## config.mk

```make
export PLATFORM = sky130hd
export DESIGN_NAME = reg32_access_arbiter
export DESIGN_NICKNAME = d
export VERILOG_FILES = /design/src/rtl/reg32_access_arbiter.sv
export SDC_FILE = /design/constraint.sdc
export NUM_CORES = 1
export LEC_CHECK = 0
export CORE_ASPECT_RATIO = 0.7
export CORE_MARGIN = 2
export CORE_UTILIZATION = 35
export CTS_BUF_LIST = sky130_fd_sc_hd__clkbuf_4 sky130_fd_sc_hd__clkbuf_8
export DETAILED_ROUTE_END_ITERATION = 6
export PLACE_DENSITY = 0.8
export SLEW_MARGIN = 0
export SYNTH_ARGS = -nofsm -noshare
export SYNTH_HDL_FRONTEND = slang
export SYNTH_SLANG_ARGS = --single-unit
```

## constraint.sdc

```tcl
create_clock -name clk -period 1.5 [get_ports clk]
set_clock_uncertainty 0.1 [all_clocks]
set_input_delay 0.225 -clock clk [delete_from_list [all_inputs] [get_ports clk]]
set_output_delay 0.225 -clock clk [all_outputs]
set_load 0.005 [all_outputs]
```

## src/rtl/reg32_access_arbiter.sv

```systemverilog
// Two-requester arbiter guarding a single WIDTH-bit register.
// Requests use a 4-phase handshake; ties alternate via a priority pointer.
module reg32_access_arbiter #(
  parameter int unsigned WIDTH = 32,
  parameter int unsigned CNT_W = 8
) (
  input  logic             clk,
  input  logic             reset,
  input  logic             req0,
  input  logic             req1,
  input  logic             we0,
  input  logic             we1,
  input  logic [WIDTH-1:0] wdata0,
  input  logic [WIDTH-1:0] wdata1,
  output logic             gnt0,
  output logic             gnt1,
  output logic             ack,
  output logic [WIDTH-1:0] rdata,
  output logic [WIDTH-1:0] q,
  output logic             busy,
  output logic [CNT_W-1:0] wr_count
);

  typedef enum logic [1:0] {
    StIdle,
    StXfer,
    StHold
  } state_e;

  state_e             state_q, state_d;
  logic               owner_q, owner_d;
  logic               ptr_q, ptr_d;
  logic               gnt0_q, gnt0_d;
  logic               gnt1_q, gnt1_d;
  logic               ack_q, ack_d;
  logic [WIDTH-1:0]   rdata_q, rdata_d;
  logic [WIDTH-1:0]   reg_q, reg_d;
  logic [CNT_W-1:0]   cnt_q, cnt_d;

  // Handshake signals of whichever requester currently owns the register.
  logic               req_own;
  logic               we_own;
  logic [WIDTH-1:0]   wdata_own;

  always_comb begin
    req_own   = owner_q ? req1 : req0;
    we_own    = owner_q ? we1 : we0;
    wdata_own = owner_q ? wdata1 : wdata0;
  end

  always_comb begin
    state_d = state_q;
    owner_d = owner_q;
    ptr_d   = ptr_q;
    gnt0_d  = gnt0_q;
    gnt1_d  = gnt1_q;
    ack_d   = 1'b0;
    rdata_d = rdata_q;
    reg_d   = reg_q;
    cnt_d   = cnt_q;

    unique case (state_q)
      StIdle: begin
        gnt0_d = 1'b0;
        gnt1_d = 1'b0;
        if (req0 || req1) begin
          // A lone requester wins outright; the pointer only breaks ties.
          owner_d = (req0 && req1) ? ptr_q : req1;
          gnt0_d  = ~owner_d;
          gnt1_d  = owner_d;
          state_d = StXfer;
        end
      end

      StXfer: begin
        rdata_d = reg_q;
        ack_d   = 1'b1;
        if (we_own) begin
          reg_d = wdata_own;
          cnt_d = cnt_q + CNT_W'(1);
        end
        state_d = StHold;
      end

      StHold: begin
        if (!req_own) begin
          gnt0_d  = 1'b0;
          gnt1_d  = 1'b0;
          ptr_d   = ~owner_q;
          state_d = StIdle;
        end
      end

      default: begin
        gnt0_d  = 1'b0;
        gnt1_d  = 1'b0;
        state_d = StIdle;
      end
    endcase
  end

  always_ff @(posedge clk) begin
    if (reset) begin
      state_q <= StIdle;
      owner_q <= 1'b0;
      ptr_q   <= 1'b0;
      gnt0_q  <= 1'b0;
      gnt1_q  <= 1'b0;
      ack_q   <= 1'b0;
      rdata_q <= '0;
      reg_q   <= '0;
      cnt_q   <= '0;
    end else begin
      state_q <= state_d;
      owner_q <= owner_d;
      ptr_q   <= ptr_d;
      gnt0_q  <= gnt0_d;
      gnt1_q  <= gnt1_d;
      ack_q   <= ack_d;
      rdata_q <= rdata_d;
      reg_q   <= reg_d;
      cnt_q   <= cnt_d;
    end
  end

  always_comb begin
    gnt0     = gnt0_q;
    gnt1     = gnt1_q;
    ack      = ack_q;
    rdata    = rdata_q;
    q        = reg_q;
    busy     = (state_q != StIdle);
    wr_count = cnt_q;
  end

endmodule
```

==> impl_metrics.ini <==
[run_status]
status = finished, violations left
violations = setup timing

[routing]
dr.first_iter.drc_count = 219
drt_pre_antenna_iters = 4
routed-via-count = 3448
routed_wl_um = 11110
via_per_inst = 5.139
antenna_left = 0
drc = 0
wl_per_cell_um = 16.55

[worst_setup_path]
path_max_fanout = 5
reg2reg_slack_ns = -0.05
rr_endpoint = wr_count[6]
r2r_cells = 6
worstSetupEndpointType = register
start_kind = register
arrival_ns = 1.66
r2r_start = state_q[1]
critPathKind = reg2reg
cp.required_ns = 1.62

[global_routing]
grt_usage = 0.2029
grt_pass1_vias = 3408
grt_max_degree = 40
antenna_found_initial = 0
overflow = 0
grt_first_pass_wirelength_um = 16390

[logic_synthesis]
synth_area_leader_cell = dfxtp_1
synth_area_leaders = dfxtp_1 (49%), a21oi_1 (11%), mux2i_1 (9.8%)
ys_warn_count = 0
ys_top_cells_by_count = dfxtp_1 (79), a21oi_1 (72), nand2_1 (67)
yosysTopAreaCellShare = 0.4854
synth_edf_count = 0
synthFlopType = dfxtp_1
async_flop_share = 0
yosysMostFrequentCell = dfxtp_1
synth.avg_cell_area_um2 = 8.878
synth_nets = 438
syn_inst = 367
synth.ff_latch_count = 79
synth_area_um2 = 3258
synthDistinctLibCells = 33
synth_seq_area_share = 0.4854

[floorplan]
row_count = 29
die_x_um = 119.3
start_util = 0.3592
io_pins = 146
core_um2 = 9071
die_h_um = 84.73
dieArea_um2 = 10110

[power]
seq_power_share = 0.451
p_per_area_nw_per_um2 = 896.5
combPwrFrac = 0.237
p_leak_nw = 2.372
peakVddDrop_uv = 408.1
p_sw_mw = 1.377
clkPwrFrac = 0.312
swShare = 0.2699
intPower_mw = 3.724
power_mw = 5.101

[place]
pre_cts_slack_ns = -0.3056
place.gp.congestion = 0.8574
placed_cells = 627
placement.cell_area_um2 = 5010
dp_hpwl_um = 7052
io_buffers = 145

[flow_run]
maxCapViolCount = 0

[sta]
hold_slack_ns = 0.2138
fmaxAchievable_mhz = 646.1
setup_viol = 11
rsz0062_at_grt = true
setup_tns_ns = -0.1882
final_hold_viol_count = 0
min_period_ns = 1.548
setup_slack_ns = -0.04766
drv_slew = 0
fin_crit_sh = 1.032
worstMarginPinSlew_ns = 0.3896
max_slew_margin = 0.7403

[clock_network]
cts_buffers = 9
worstSkewPairLatency_ns = 0.34
clkTransAtPathRegs_ns = 0.07
hold_buffers = 0
cts-root-buf = clkbuf_8
clock_path_buffers = 2
cts_tree = yes
htree_levels = 3
clkSinkCount = 79

[worst_hold_path]
hp-start = reset
hold_path_depth = 2
hold_path_class = in2reg
hold_end = wr_count[1]

[layout]
syn_to_final_growth_pct = 74.62
finalNonFillerCells = 671
n_antenna_cell = 0
final_util = 0.6272
nFillCells = 819
num-nets-final = 613
design_area_um2 = 5689
drive_above_1_share = 0.2578
[worst max-delay path: stages, from the launching register on]
cell and delay (ns):
dfxtp_2 0.33, buf_6 0.11, buf_6 0.12, nor2b_4 0.19, clkbuf_16 0.19, nand4_1 0.09
mux2_1 0.31
[layout make-up]
cell class                      instances  area [um2]  share of cell area
Multi-Input combinational cell        254        1652              0.2903
Sequential cell                        79        1640              0.2883
Clock buffer                           11       145.1             0.02551
Timing Repair Buffer                  195        2028              0.3565
Tap cell                              124       155.1             0.02727
Clock inverter                          5       57.56             0.01012
Inverter                                3       11.26            0.001979
[worst max path at each step]
| stage | start | end |
|---|---|---|
| floorplan | owner_q | wr_count[5] |
| global placement | we1 | wr_count[7] |
| detailed placement | we0 | q[9] |
| CTS | owner_q | q[9] |
| global route | state_q[1] | rdata[20] |
| finish | state_q[1] | wr_count[6] |
[placed cells by master, fill, tap and decap left out, types with 4 or more instances in the layout]
cell	synthesis	layout
clkbuf_16	0	5
clkbuf_8	0	10
nand2_1	67	66
a211oi_1	32	26
nor2_1	9	7
a21oi_2	0	14
dfxtp_1	79	36
a21oi_1	72	58
buf_4	1	29
mux2i_1	32	32
nor2b_1	5	4
a211oi_2	0	6
nand3_1	6	5
dfxtp_2	0	41
buf_12	0	10
clkdlybuf4s50_1	0	69
dlygate4sd2_1	0	71
[logic make-up (layout without fill, tap and decap cells)]
logic type / count (synthesis) / in the layout / share of synthesized area
AOI/OAI and AO/OA: 117 / 117 / 0.2120
adders and majority gates: 1 / 1 / 0.003840
muxes: 38 / 38 / 0.1225
DFF: 79 / 79 / 0.4854
buffers and inverters: 34 / 214 / 0.04685
and+or+nand+nor: 98 / 98 / 0.1294
[timing repair]
action,CTS,global route
setup buffers,18,3
gates resized for setup,121,34
pin swaps,3,25
cloned,2,5
endpoints found under the setup margin,100,59
[state kept, by name (all words and copies together), names as in the netlist]
register  flops
ack           1
gnt0          1
gnt1          1
owner_q       1
ptr_q         1
q            32
rdata        32
state_q       2
wr_count      8
[routing by layer]
metal  GRT usage  up-vias  part of all wire  routed length, um
met5           0        -                 0                  0
met2      0.3595      137              0.49               5483
met3     0.06590       12             0.074                827
met4     0.05241        0             0.010                116
li1            -     1653                 -                  -
met1      0.2386     1646              0.42               4679
[power groups by stage]
stage          Sequential (mW)  Combinational, mW  Clock, mW
4_1_cts                   2.30               1.07       1.64
5_1_grt                   2.32               1.30       1.71
6_report                  2.30               1.21       1.59
2_1_floorplan             2.33              0.429          0
3_3_place_gp              2.34               1.00          0
3_5_place_dp              2.34               1.03          0
Power figures use the tool's default switching activity.
